**config.mk**
```make
export PLATFORM = sky130hd
export DESIGN_NAME = clock_mode_fsm
export DESIGN_NICKNAME = d
export VERILOG_FILES = /design/src/rtl/clock_mode_fsm.sv
export SDC_FILE = /design/constraint.sdc
export NUM_CORES = 1
export LEC_CHECK = 0
export ABC_AREA = 1
export BUFFER_PORTS_ARGS = -buffer_cell sky130_fd_sc_hd__buf_2
export CAP_MARGIN = 20
export CORE_MARGIN = 2
export CORE_UTILIZATION = 45
export DETAILED_ROUTE_END_ITERATION = 10
export PLACE_DENSITY = 0.61
export SLEW_MARGIN = 30
export SYNTH_ARGS = -nofsm -noshare
export SYNTH_HDL_FRONTEND = slang
export SYNTH_SLANG_ARGS = --single-unit
```
**constraint.sdc**
```tcl
create_clock -name clk -period 4.9 [get_ports clk]
set_input_delay 0.49 -clock clk [delete_from_list [all_inputs] [get_ports clk]]
set_output_delay 0.49 -clock clk [all_outputs]
set_load 0.02 [all_outputs]
```
**src/rtl/clock_mode_fsm.sv**
```systemverilog
// clock_mode_fsm: two-button watch mode controller driving timekeeping, alarm-set and stopwatch datapaths.
module clock_mode_fsm #(
  parameter int TICK_DIV     = 20000000,
  parameter int REPEAT_TICKS = 4,
  parameter int RING_SEC     = 60
) (
  input  logic       clk,
  input  logic       reset,
  input  logic       b0,
  input  logic       b1,
  input  logic       tc_sec,
  input  logic       tc_min,
  input  logic       stopwatch_tc,
  input  logic       sec_tick,
  input  logic       alarm_match,
  output logic       en_sec,
  output logic       en_min,
  output logic       en_hour,
  output logic       add_hour,
  output logic       add_min,
  output logic       sel_alarm,
  output logic       stopwatch,
  output logic       stop_enable_sec,
  output logic       stop_enable_min,
  output logic       sw_clear,
  output logic       lap_hold,
  output logic       alarm_armed,
  output logic       alarm_ring,
  output logic [5:0] state
);
  localparam int TW = $clog2(TICK_DIV);
  localparam int HW = $clog2(REPEAT_TICKS + 1);
  localparam int RW = $clog2(RING_SEC + 1);
  typedef enum logic [5:0] {
    S_WATCH = 6'd1, S_SET = 6'd4, S_SET_MIN = 6'd5, S_SET_HOUR = 6'd6,
    S_ALARM = 6'd8, S_AL_MIN = 6'd9, S_AL_HOUR = 6'd10,
    S_SW = 6'd16, S_SW_STOP = 6'd17, S_SW_RUN = 6'd18, S_SW_LAP = 6'd19
  } state_t;
  state_t        state_q;
  logic [1:0]    b0_sync_q, b1_sync_q;
  logic          b0_smp_q, b1_smp_q, match_q;
  logic [TW-1:0] tick_q;
  logic [HW-1:0] hold_q;
  logic [RW-1:0] ring_cnt_q;
  logic          armed_q, ring_q, add_hour_q, add_min_q, sw_clear_q;
  logic          tick, press0, press1_raw, press1, held0, rep0, inc0, consume, rise, ring_done, edit;
  assign tick       = tick_q == TW'(TICK_DIV - 1);
  assign press0     = tick & ~b0_sync_q[1] & b0_smp_q;
  assign press1_raw = tick & ~b1_sync_q[1] & b1_smp_q;
  assign press1     = press1_raw & ~press0;
  assign held0      = tick & ~b0_sync_q[1] & ~b0_smp_q;
  assign rep0       = held0 & (hold_q >= HW'(REPEAT_TICKS - 1));
  assign inc0       = press0 | rep0;
  // a press that silences the ringer does nothing else
  assign consume    = ring_q & (press0 | press1_raw);
  assign rise       = alarm_match & ~match_q;
  assign ring_done  = sec_tick & (ring_cnt_q == RW'(RING_SEC - 1));
  always_ff @(posedge clk or posedge reset) begin
    if (reset) begin
      b0_sync_q  <= 2'b11;
      b1_sync_q  <= 2'b11;
      b0_smp_q   <= 1'b1;
      b1_smp_q   <= 1'b1;
      match_q    <= 1'b0;
      tick_q     <= '0;
      hold_q     <= '0;
      ring_cnt_q <= '0;
      armed_q    <= 1'b0;
      ring_q     <= 1'b0;
      add_hour_q <= 1'b0;
      add_min_q  <= 1'b0;
      sw_clear_q <= 1'b0;
      state_q    <= S_WATCH;
    end else begin
      b0_sync_q  <= {b0_sync_q[0], b0};
      b1_sync_q  <= {b1_sync_q[0], b1};
      match_q    <= alarm_match;
      tick_q     <= tick ? '0 : tick_q + 1'b1;
      add_hour_q <= 1'b0;
      add_min_q  <= 1'b0;
      sw_clear_q <= 1'b0;
      if (tick) begin
        b0_smp_q <= b0_sync_q[1];
        b1_smp_q <= b1_sync_q[1];
        hold_q   <= held0 ? (rep0 ? hold_q : hold_q + 1'b1) : '0;
      end
      if (rise && armed_q) begin
        ring_q     <= 1'b1;
        ring_cnt_q <= '0;
      end else if (ring_q && (consume || !armed_q || ring_done)) begin
        ring_q <= 1'b0;
      end else if (ring_q && sec_tick) begin
        ring_cnt_q <= ring_cnt_q + 1'b1;
      end
      if (tick && !consume) begin
        case (state_q)
          S_WATCH:    state_q <= press0 ? S_SET : press1 ? S_ALARM : S_WATCH;
          S_SET:      state_q <= press0 ? S_WATCH : press1 ? S_SET_HOUR : S_SET;
          S_SET_HOUR: begin
            add_hour_q <= inc0;
            state_q    <= press1 ? S_SET_MIN : S_SET_HOUR;
          end
          S_SET_MIN:  begin
            add_min_q <= inc0;
            state_q   <= press1 ? S_SET : S_SET_MIN;
          end
          S_ALARM:    begin
            armed_q <= armed_q ^ press0;
            state_q <= press1 ? S_AL_HOUR : S_ALARM;
          end
          S_AL_HOUR:  begin
            add_hour_q <= inc0;
            state_q    <= press1 ? S_AL_MIN : S_AL_HOUR;
          end
          S_AL_MIN:   begin
            add_min_q <= inc0;
            state_q   <= press1 ? S_SW : S_AL_MIN;
          end
          S_SW:       state_q <= press0 ? S_SW_RUN : press1 ? S_WATCH : S_SW;
          S_SW_RUN:   state_q <= press0 ? S_SW_STOP : press1 ? S_SW_LAP : S_SW_RUN;
          S_SW_LAP:   state_q <= press0 ? S_SW_STOP : press1 ? S_SW_RUN : S_SW_LAP;
          S_SW_STOP:  begin
            sw_clear_q <= press1;
            state_q    <= press0 ? S_SW_RUN : press1 ? S_SW : S_SW_STOP;
          end
          default:    state_q <= S_WATCH;
        endcase
      end
    end
  end
  assign edit            = state_q inside {S_SET, S_SET_HOUR, S_SET_MIN};
  assign en_sec          = ~edit;
  assign en_min          = tc_sec & ~edit;
  assign en_hour         = tc_min & ~edit;
  assign sel_alarm       = state_q inside {S_AL_HOUR, S_AL_MIN};
  assign stopwatch       = state_q inside {S_SW, S_SW_STOP, S_SW_RUN, S_SW_LAP};
  assign stop_enable_sec = state_q inside {S_SW_RUN, S_SW_LAP};
  assign stop_enable_min = stopwatch_tc & stop_enable_sec;
  assign lap_hold        = state_q == S_SW_LAP;
  assign add_hour        = add_hour_q;
  assign add_min         = add_min_q;
  assign sw_clear        = sw_clear_q;
  assign alarm_armed     = armed_q;
  assign alarm_ring      = ring_q;
  assign state           = state_q;
endmodule
```
# Yosys cells after proc, flatten, opt, wreduce, memory -nomap -nowiden
# Index checks and enable logic that the tools add are counted.
# Widths: inputs -> output; s select.
[word_totals] regBits=52 input_bits=9 out_inout_bits=19
[classes] add_sub_neg=3 magnitude_cmp=1 eq_ne=15 muxes=32 bitwise=22 n_reduce_logical=19
[ops] cell="$pmux 5 s11" count=1
[ops] cell="$add 25x1->25 const B" count=1
[ops] cell="$eq 25x25->1 const B" count=1
[ops] cell="$mux 25" count=1
[ops] cell="$eq 6x5->1 const B" count=4
[ops] cell="$eq 6x3->1 const B" count=3
[ops] cell="$eq 6x4->1 const B" count=3
[ops] cell="$mux 6" count=3
[ops] cell="$mux 5" count=3
[ops] cell="$mux 2" count=7
[ops] cell="$and 1x1->1" count=13
[ops] cell="$mux 1" count=12
[ops] cell="$mux 3" count=3
[ops] cell="$mux 4" count=2
[ops] cell="$reduce_bool 2->1" count=4
[ops] cell="$add 6x1->6 const B" count=1
[ops] cell="$eq 6x1->1 const B" count=1
[ops] cell="$eq 6x6->1 const B" count=1
[ops] cell="$not 1->1" count=6
[ops] cell="$reduce_and 2->1" count=3
[ops] cell="$logic_and 1x1->1" count=4
[ops] cell="$ne 2x2->1 const B" count=2
[ops] cell="$reduce_bool 4->1" count=1
[ops] cell="$reduce_or 2->1" count=2
[ops] cell="7 further kinds" count=10

# Longest topological paths before layout
# Gate-level depths: netlist of run 1.
[logic_depth] word_depth=10 ltp_mapped=14

# Worst setup path after synthesis of run 1
# Ideal clock, no wire load.
[synth_timing] kind="reg-to-output" startpoint="register state_q[3] (netlist: state[3])" endpoint="output port stop_enable_sec" t_arrival_ns=1.528 slack_ns=2.882 stages_incl_launch_ff=6 cell_sequence="dfrtp_1 inv_1 nand2_1 nor2_1 inv_1 nor2_1"
[synth_via] elab_chain_len=2
[synth_lines] element="start: declaration" line_no="39" source="state_t state_q;"
[synth_lines] element="start signal: assignment" line_no="97" source="S_WATCH: state_q <= press0 ? S_SET : press1 ? S_ALARM : S_WATCH;"
[synth_lines] element="start signal: assignment" line_no="98" source="S_SET: state_q <= press0 ? S_WATCH : press1 ? S_SET_HOUR : S_SET;"
[synth_lines] element="start signal: assignment" line_no="101" source="state_q <= press1 ? S_SET_MIN : S_SET_HOUR;"
[synth_lines] element="$eq 6x5->1" line_no="137" source="assign stop_enable_sec = state_q inside {S_SW_RUN, S_SW_LAP};"
[synth_lines] element="$reduce_bool 2->1 *" line_no="137"
[synth_lines] element="end: declaration" line_no="23" source="output logic stop_enable_sec,"
# Every way passes the cells marked *; elsewhere a longest branch is shown, timed or not.

# Worst setup path after layout of run 1
# Same ends and word-level chain as after synthesis.

==> results of run 1 <==
## synth_stat cells, drive strengths merged (3+ instances only)
master,instances,area share (%)
nand2,97,13
nor2,67,11
inv,55,6.6
dfrtp,44,35
nand3,38,6.8
nand4,15,3.7
xor2,14,3.9
nor3,13,2.4
o21ai,11,1.9
a21oi,8,1.3
dfstp,7,5.9
ha,4,1.6
buf,3,0.77
o21a,3,0.72
## power by group
| group | switching [W] | internal (W) | total (W) |
|---|---|---|---|
| clock network | 0.000149 | 0.0000997 | 0.000248 |
| logic | 0.0000133 | 0.00000345 | 0.0000168 |
| registers | 0.000000870 | 0.000424 | 0.000425 |
## logic make-up after synthesis
family	after synthesis	share of synthesized area [%]
AO/OA/AOI/OAI	32	6.52
XOR/XNOR	14	3.95
adder cells (fa/ha/maj)	4	1.61
buffers and inverters	60	7.65
flip-flops	51	41.4
other	1	0.121
AND/OR/NAND/NOR	238	38.8
## worst paths after layout
path,start,end,slack [ps]
setup / recovery,state[3]$_DFFE_PP0P_,stop_enable_sec,2690
hold / removal,reset,tick_q[19]$_DFF_PP0_,250
setup reg to reg,tick_q[0]$_DFF_PP0_,ring_cnt_q[5]$_DFFE_PP0P_,2950
hold reg to reg,b1_sync_q[0]$_DFF_PP1_,b1_sync_q[1]$_DFF_PP1_,360
max in group asynchronous,reset,add_min$_DFF_PP0_,4210
min in group clk,b1,b1_sync_q[0]$_DFF_PP1_,270
## registers in the layout (all words and copies together) (netlist names)
signal / cells
alarm_ring: 1
add_min: 1
b0_smp_q: 1
b1_smp_q: 1
ring_cnt_q: 6
state: 5
hold_q: 3
alarm_armed: 1
add_hour: 1
sw_clear: 1
b1_sync_q: 2
match_q: 1
tick_q: 25
b0_sync_q: 2
## layer usage
| layer | GRT usage [%] | up-vias |
|---|---|---|
| li1 | - | 1353 |
| met1 | 29.7 | 1200 |
| met2 | 28.2 | 64 |
| met3 | 3.41 | 10 |
| met4 | 5.17 | 0 |
| met5 | 0 | - |
## critical path: cells and delay by family (launching register included)
kind	cells	cell delay (ps)
buf+inv	3	420
flops	1	410
simple gates	3	570
## through the flow
step | area, um2 | utilization [%] | cells | setup slack (ps)
finish | 3400 | 50.7 | 511 | 2690
global route | 3400 | 50.7 | 511 | 2500
CTS | 3400 | 50.7 | 511 | 2710
detailed placement | 3320 | 49.3 | 503 | 2960
global placement | 3310 | 49.3 | 503 | 3000
floorplan | 3110 | - | 400 | 2880
## cell type report
cell class / instances / area share, %
clock buffer: 5 / 2.02
clock inverter: 3 / 0.588
inverter: 57 / 6.36
multi-input combinational: 289 / 46.5
sequential: 51 / 37.7
tap: 80 / 2.94
timing repair buffer: 26 / 3.82
==> key figures, run 1 <==
Setup path
  • Worst-path cell chain: inv_1 -> nand2_1 -> nor2_1 -> inv_1 -> nor2_1 -> buf_2
  • CP peak stage delay: 410 ps
  • Crit Path Category: reg -> out
  • Req. time, crit path: 4410 ps
  • CP arrival: 1720 ps
  • Worst-path maximum fanout: 5
  • CP endpoint kind: output pin
  • Crit-path slowest cell: dfrtp_1
  • R2R cell count: 12
  • Critical Path Source Type: flop

Floorplanning
  • Initial cell density of the core: 46.2%
  • DIE AREA: 0.00758 mm2
  • Die X: 87.1 um
  • Die Ht: 87.1 um
  • Core Area: 0.00672 mm2
  • Row count: 30
  • IO Count: 28

Clocking
  • # H-tree levels: 2
  • Post-cts resize count: 0
  • Clock Latency Late Sink: 310 ps
  • # hold bufs at CTS: 0
  • Clock transition at the registers of the reported paths: 100 ps
  • CTS buffer count: 5
  • Setup bufs post-CTS: 0
  • Clock Root Buffer: clkbuf_8
  • CTS tree: done
  • CTS sink count: 51
  • Clk buf depth: 2

Final layout
  • Commonest non-fill, non-tap cell in the layout: nand2_1
  • Final #Nets: 443
  • Antenna diodes: 0
  • Multi-input gate area: 0.00158 mm2
  • Area growth from synthesis to layout: 9.59%
  • Register area: 0.00128 mm2
  • Most frequent cells in the layout: nand2_1 (87), nor2_1 (52), inv_1 (45)
  • Layout cells sized above 1: 20.4%
  • # fillers: 637

Routing
  • Detailed Routing Iterations Pass 1: 5
  • Vias per cell: 5.14
  • DR iter-0 viols: 160
  • Met3 wire length: 251 um
  • Routed wl met2: 2.91 mm
  • Final WL: 6.81 mm
  • Post-DRT Antenna Nets: 0
  • Wire length on met1: 3.55 mm
  • Drt wl/cell: 13.3 um
  • # DRC: 0
  • Top Layer Used: met4
  • DR vias: 2627

STA
  • Crit path time final: 2210 ps
  • Worst hold margin: 249 ps
  • Slew Limit Headroom: 57.8%
  • Hold violation count in the final report: 0
  • Unrepaired setup endpoints after global routing: no
  • # setup viols final: 0
  • Total Negative Setup Slacks: 0 ps
  • Max Clock Freq: 453 MHz
  • Final slew viol count: 0
  • Slew @ Worst Pin: 634 ps
  • Final period util: 45.1%
  • Clock Skew: 9.03 ps

Global route
  • Total gr overflow: 0
  • Pin count of the biggest net entering global routing: 52
  • First-pass GRT wire length: 11.7 mm
  • Total track usage: 19.4%
  • Vias in the first global route: 2448
  • Initial antenna violation count: 0

Logic synthesis
  • Register area share after synthesis: 41.4%
  • Mapped Avg Cell Area: 7.77 um2
  • Syn Inst Count: 400
  • Post-synthesis cell type count: 44
  • Synth warn: 0
  • Asr flop ratio synth: 100%
  • Register bit total from synthesis: 51
  • Post-synth EDFFs: 0
  • Syn nets: 413
  • Synth Flop Type: dfrtp_1
  • Mapped Area: 0.00311 mm2

Power and ir drop
  • PwrDens: 203 mW/mm2
  • LEAKAGE: 1.72 nW
  • Pwr Total: 0.000690 W
  • IR drop worst, VDD: 0.000111 V

Worst hold path
  • Type of the worst min-delay path: in -> async

Placed design
  • I/O Buffers: 26
  • Placer Congestion: 0.913
  • Detailed Place HPWL: 5.08 mm

Flow run
  • # Max-Cap Violations: 0

Run status
  • Run status: completed
No activity file was read; power rests on OpenSTA's default activity.
==> inputs of run 2 (changes only) <==
Settings changed: ABC_AREA 1 to 0, PLACE_DENSITY 0.61 to 0.64.
Clock period 4.9 ns to 2 ns, I/O delays scaled along.
==> key figures, run 2 <==
Setup path
  • R2R setup slack: 100 ps (-2850 ps)
  • Worst-path maximum fanout: 5 (unchanged)
  • Crit Path Category: reg -> reg
  • Critical Path Source Type: flop
  • CP peak stage delay: 400 ps (about the same)
  • Crit-path slowest cell: dfrtp_1
  • CP top delay family: simple AND/OR/NAND/NOR gates
  • R2R cell count: 6 (-6)
  • Req. time, crit path: 2240 ps (-2170 ps)
  • Worst-path cell chain: ha_2 -> and3_2 -> and3_1 -> nand2_1 -> nor4_2 -> mux2_2
  • Buffers and inverters on the worst path: 0 (-3)
  • CP arrival: 2140 ps (+420 ps)
  • Reg2reg start: tick_q[0]$_DFF_PP0_
  • Reg2reg end: hold_q[0]$_DFFE_PP0P_
  • CP endpoint kind: flop

Floorplanning
  • Die Ht: 81.6 um (-6.3%)
  • Initial cell density of the core: 46.1% (-0.17 points)
  • DIE AREA: 0.00666 mm2 (-12%)
  • IO Count: 28 (unchanged)
  • Die X: 81.6 um (-6.3%)
  • Core Area: 0.00589 mm2 (-12%)
  • Row count: 28 (-6.7%)

STA
  • # setup viols final: 0 (unchanged)
  • Unrepaired setup endpoints after global routing: yes
  • Final period util: 95.1%
  • Setup WS post-layout: 98.7 ps (-2590 ps)
  • Hold violation count in the final report: 0 (unchanged)
  • Crit path time final: 1900 ps
  • Final slew viol count: 0 (unchanged)
  • Clock Skew: 6.62 ps (-2.41 ps)
  • Max Clock Freq: 526 MHz

Routing
  • Final WL: 5.65 mm (-17%)
  • DR vias: 2126 (-19%)
  • Drt wl/cell: 14.4 um (+8.2%)
  • Detailed Routing Iterations Pass 1: 4 (-1)
  • Vias per cell: 5.42 (+5.5%)
  • Post-DRT Antenna Nets: 0 (unchanged)
  • DR iter-0 viols: 73 (-54%)
  • # DRC: 0 (unchanged)

Worst hold path
  • Worst Hold Depth: 4
  • Worst Hold Endpoint: ring_cnt_q[0]$_DFFE_PP0P_
  • Type of the worst min-delay path: in -> reg
  • Hold Startpoint: sec_tick

Clocking
  • CTS tree: done
  • Clock Root Buffer: clkbuf_8
  • CTS buffer count: 5 (unchanged)
  • Clock Latency Late Sink: 300 ps (about the same)
  • Clock transition at the registers of the reported paths: 90 ps (about the same)
  • Clk buf depth: 2 (unchanged)
  • CTS sink count: 51 (unchanged)
  • # H-tree levels: 2 (unchanged)

Global route
  • Total gr overflow: 0 (unchanged)
  • Total track usage: 19.2% (-0.18 points)
  • Vias in the first global route: 2105 (-14%)
  • Pin count of the biggest net entering global routing: 34 (-35%)
  • First-pass GRT wire length: 9.87 mm (-16%)
  • Initial antenna violation count: 0 (unchanged)

Logic synthesis
  • Most frequent cell after synthesis: dfrtp_1
  • Synth area leaders: dfrtp_1 (41%), dfstp_2 (6.8%), xnor2_1 (5.2%)
  • Post-synthesis cell type count: 57 (+30%)
  • Mapped Avg Cell Area: 10.0 um2 (+29%)
  • Share of the synthesized area in the top cell type: 40.6% (+5.2 points)
  • Synth Flop Type: dfrtp_1
  • Syn Inst Count: 270 (-33%)
  • Synth warn: 0 (unchanged)
  • Asr flop ratio synth: 100% (unchanged)
  • Post-synth top area cell: dfrtp_1
  • Register bit total from synthesis: 51 (unchanged)
  • Most frequent cells after synthesis: dfrtp_1 (44), nand2_1 (28), nor2_1 (28)
  • Syn nets: 283 (-31%)
  • Register area share after synthesis: 47.4% (+6.0 points)
  • Mapped Area: 0.00271 mm2 (-13%)
  • Post-synth EDFFs: 0 (unchanged)

Run status
  • Run status: completed

Power and ir drop
  • LEAKAGE: 1.46 nW (-15%)
  • IR drop worst, VDD: 0.000239 V (+120%)
  • Pwr Total: 0.00167 W (+140%)
  • PwrDens: 522 mW/mm2 (+160%)

Placed design
  • Placed cells: 379 (-25%)
  • DP Worst Slack: 48.7 ps (-2910 ps)
  • Placer Congestion: 0.858 (-6.0%)
  • Detailed Place HPWL: 4.15 mm (-18%)
  • I/O Buffers: 26 (unchanged)

Final layout
  • Final #Nets: 329 (-26%)
  • Commonest non-fill, non-tap cell in the layout: dfrtp_1
  • Max reg flops: 25 (unchanged)
  • Layout cells sized above 1: 25.6% (+5.1 points)
  • Area growth from synthesis to layout: 18.2%
  • Final std cells w/o fill: 392 (-23%)
  • Top reg by flops: tick_q
  • Antenna diodes: 0 (unchanged)
  • Fin util: 54.5% (+3.8 points)
  • Most frequent cells in the layout: dfrtp_1 (42), nor2_1 (28), nand2_1 (28)

Flow run
  • # Max-Cap Violations: 0 (unchanged)
-- run 2: layout make-up --
class / count / area, um2
Inverter: 8 / 30.0
Timing Repair Buffer: 47 / 310
Fill cell: 520 / 2680
Clock buffer: 6 / 72.6
Tap cell: 75 / 93.8
Multi-Input combinational cell: 203 / 1400
Clock inverter: 2 / 12.5
Sequential cell: 51 / 1290
-- run 2: worst max-delay path by stage --
stage                    startpoint               endpoint  slack, ps  cells after the start
6_report        tick_q[0]$_DFF_PP0_  hold_q[0]$_DFFE_PP0P_        100                      6
3_3_place_gp   tick_q[18]$_DFF_PP0_   state[0]$_DFFE_PP1P_        100                      5
2_1_floorplan  b0_smp_q$_DFFE_PP1N_   state[0]$_DFFE_PP1P_         30                      5
3_5_place_dp   tick_q[18]$_DFF_PP0_  hold_q[0]$_DFFE_PP0P_         50                      5
4_1_cts        tick_q[18]$_DFF_PP0_  hold_q[0]$_DFFE_PP0P_         10                      5
5_1_grt        tick_q[23]$_DFF_PP0_  hold_q[0]$_DFFE_PP0P_        -10                      5
-- run 2: metrics by stage --
step           setup TNS, ps  hold WS, ps  area, um2
2_1_floorplan              0          204       2710
3_3_place_gp               0          227       3030
3_5_place_dp               0          232       3030
4_1_cts                    0          352       3160
5_1_grt                -20.2          367       3210
6_report                   0          357       3210
-- run 2: metal layers --
layer | GRT usage (%) | share of wire, %
met2 | 31.2 | 47
met5 | 0 | 0
met4 | 5.83 | 1.5
met1 | 26.3 | 49
met3 | 3.41 | 2.4
-- run 2: what timing repair did --
action,4_1_cts,5_1_grt
hold buffers,4,0
gates resized for setup,0,9
endpoints found under the setup margin,0,13
buffers inserted,0,1
hold endpoints to repair,20,0
-- run 2: worst min-delay path: cells and delay by family --
| kind | cells | cell delay [ps] |
|---|---|---|
| AO/OA/AOI/OAI | 1 | 150 |
| XOR/XNOR | 1 | 90 |
| buffers and inverters | 1 | 120 |
| AND/OR/NAND/NOR | 1 | 70 |
-- run 2: cell families after synthesis --
family / Yosys count / synth area share [%]
compound gates: 37 / 9.92
simple gates: 129 / 27.7
mux: 3 / 1.20
buf+inv: 16 / 2.45
other cells: 1 / 0.138
xor+xnor: 29 / 9.37
flops: 51 / 47.4
fa+ha+maj: 4 / 1.85
-- run 2: power by group --
part | total, W | switching [W] | leakage (nW) | internal (W)
clock network | 0.000584 | 0.000338 | 0.0412 | 0.000245
logic | 0.0000476 | 0.0000294 | 0.750 | 0.0000182
registers | 0.00104 | 0.00000378 | 0.668 | 0.00104
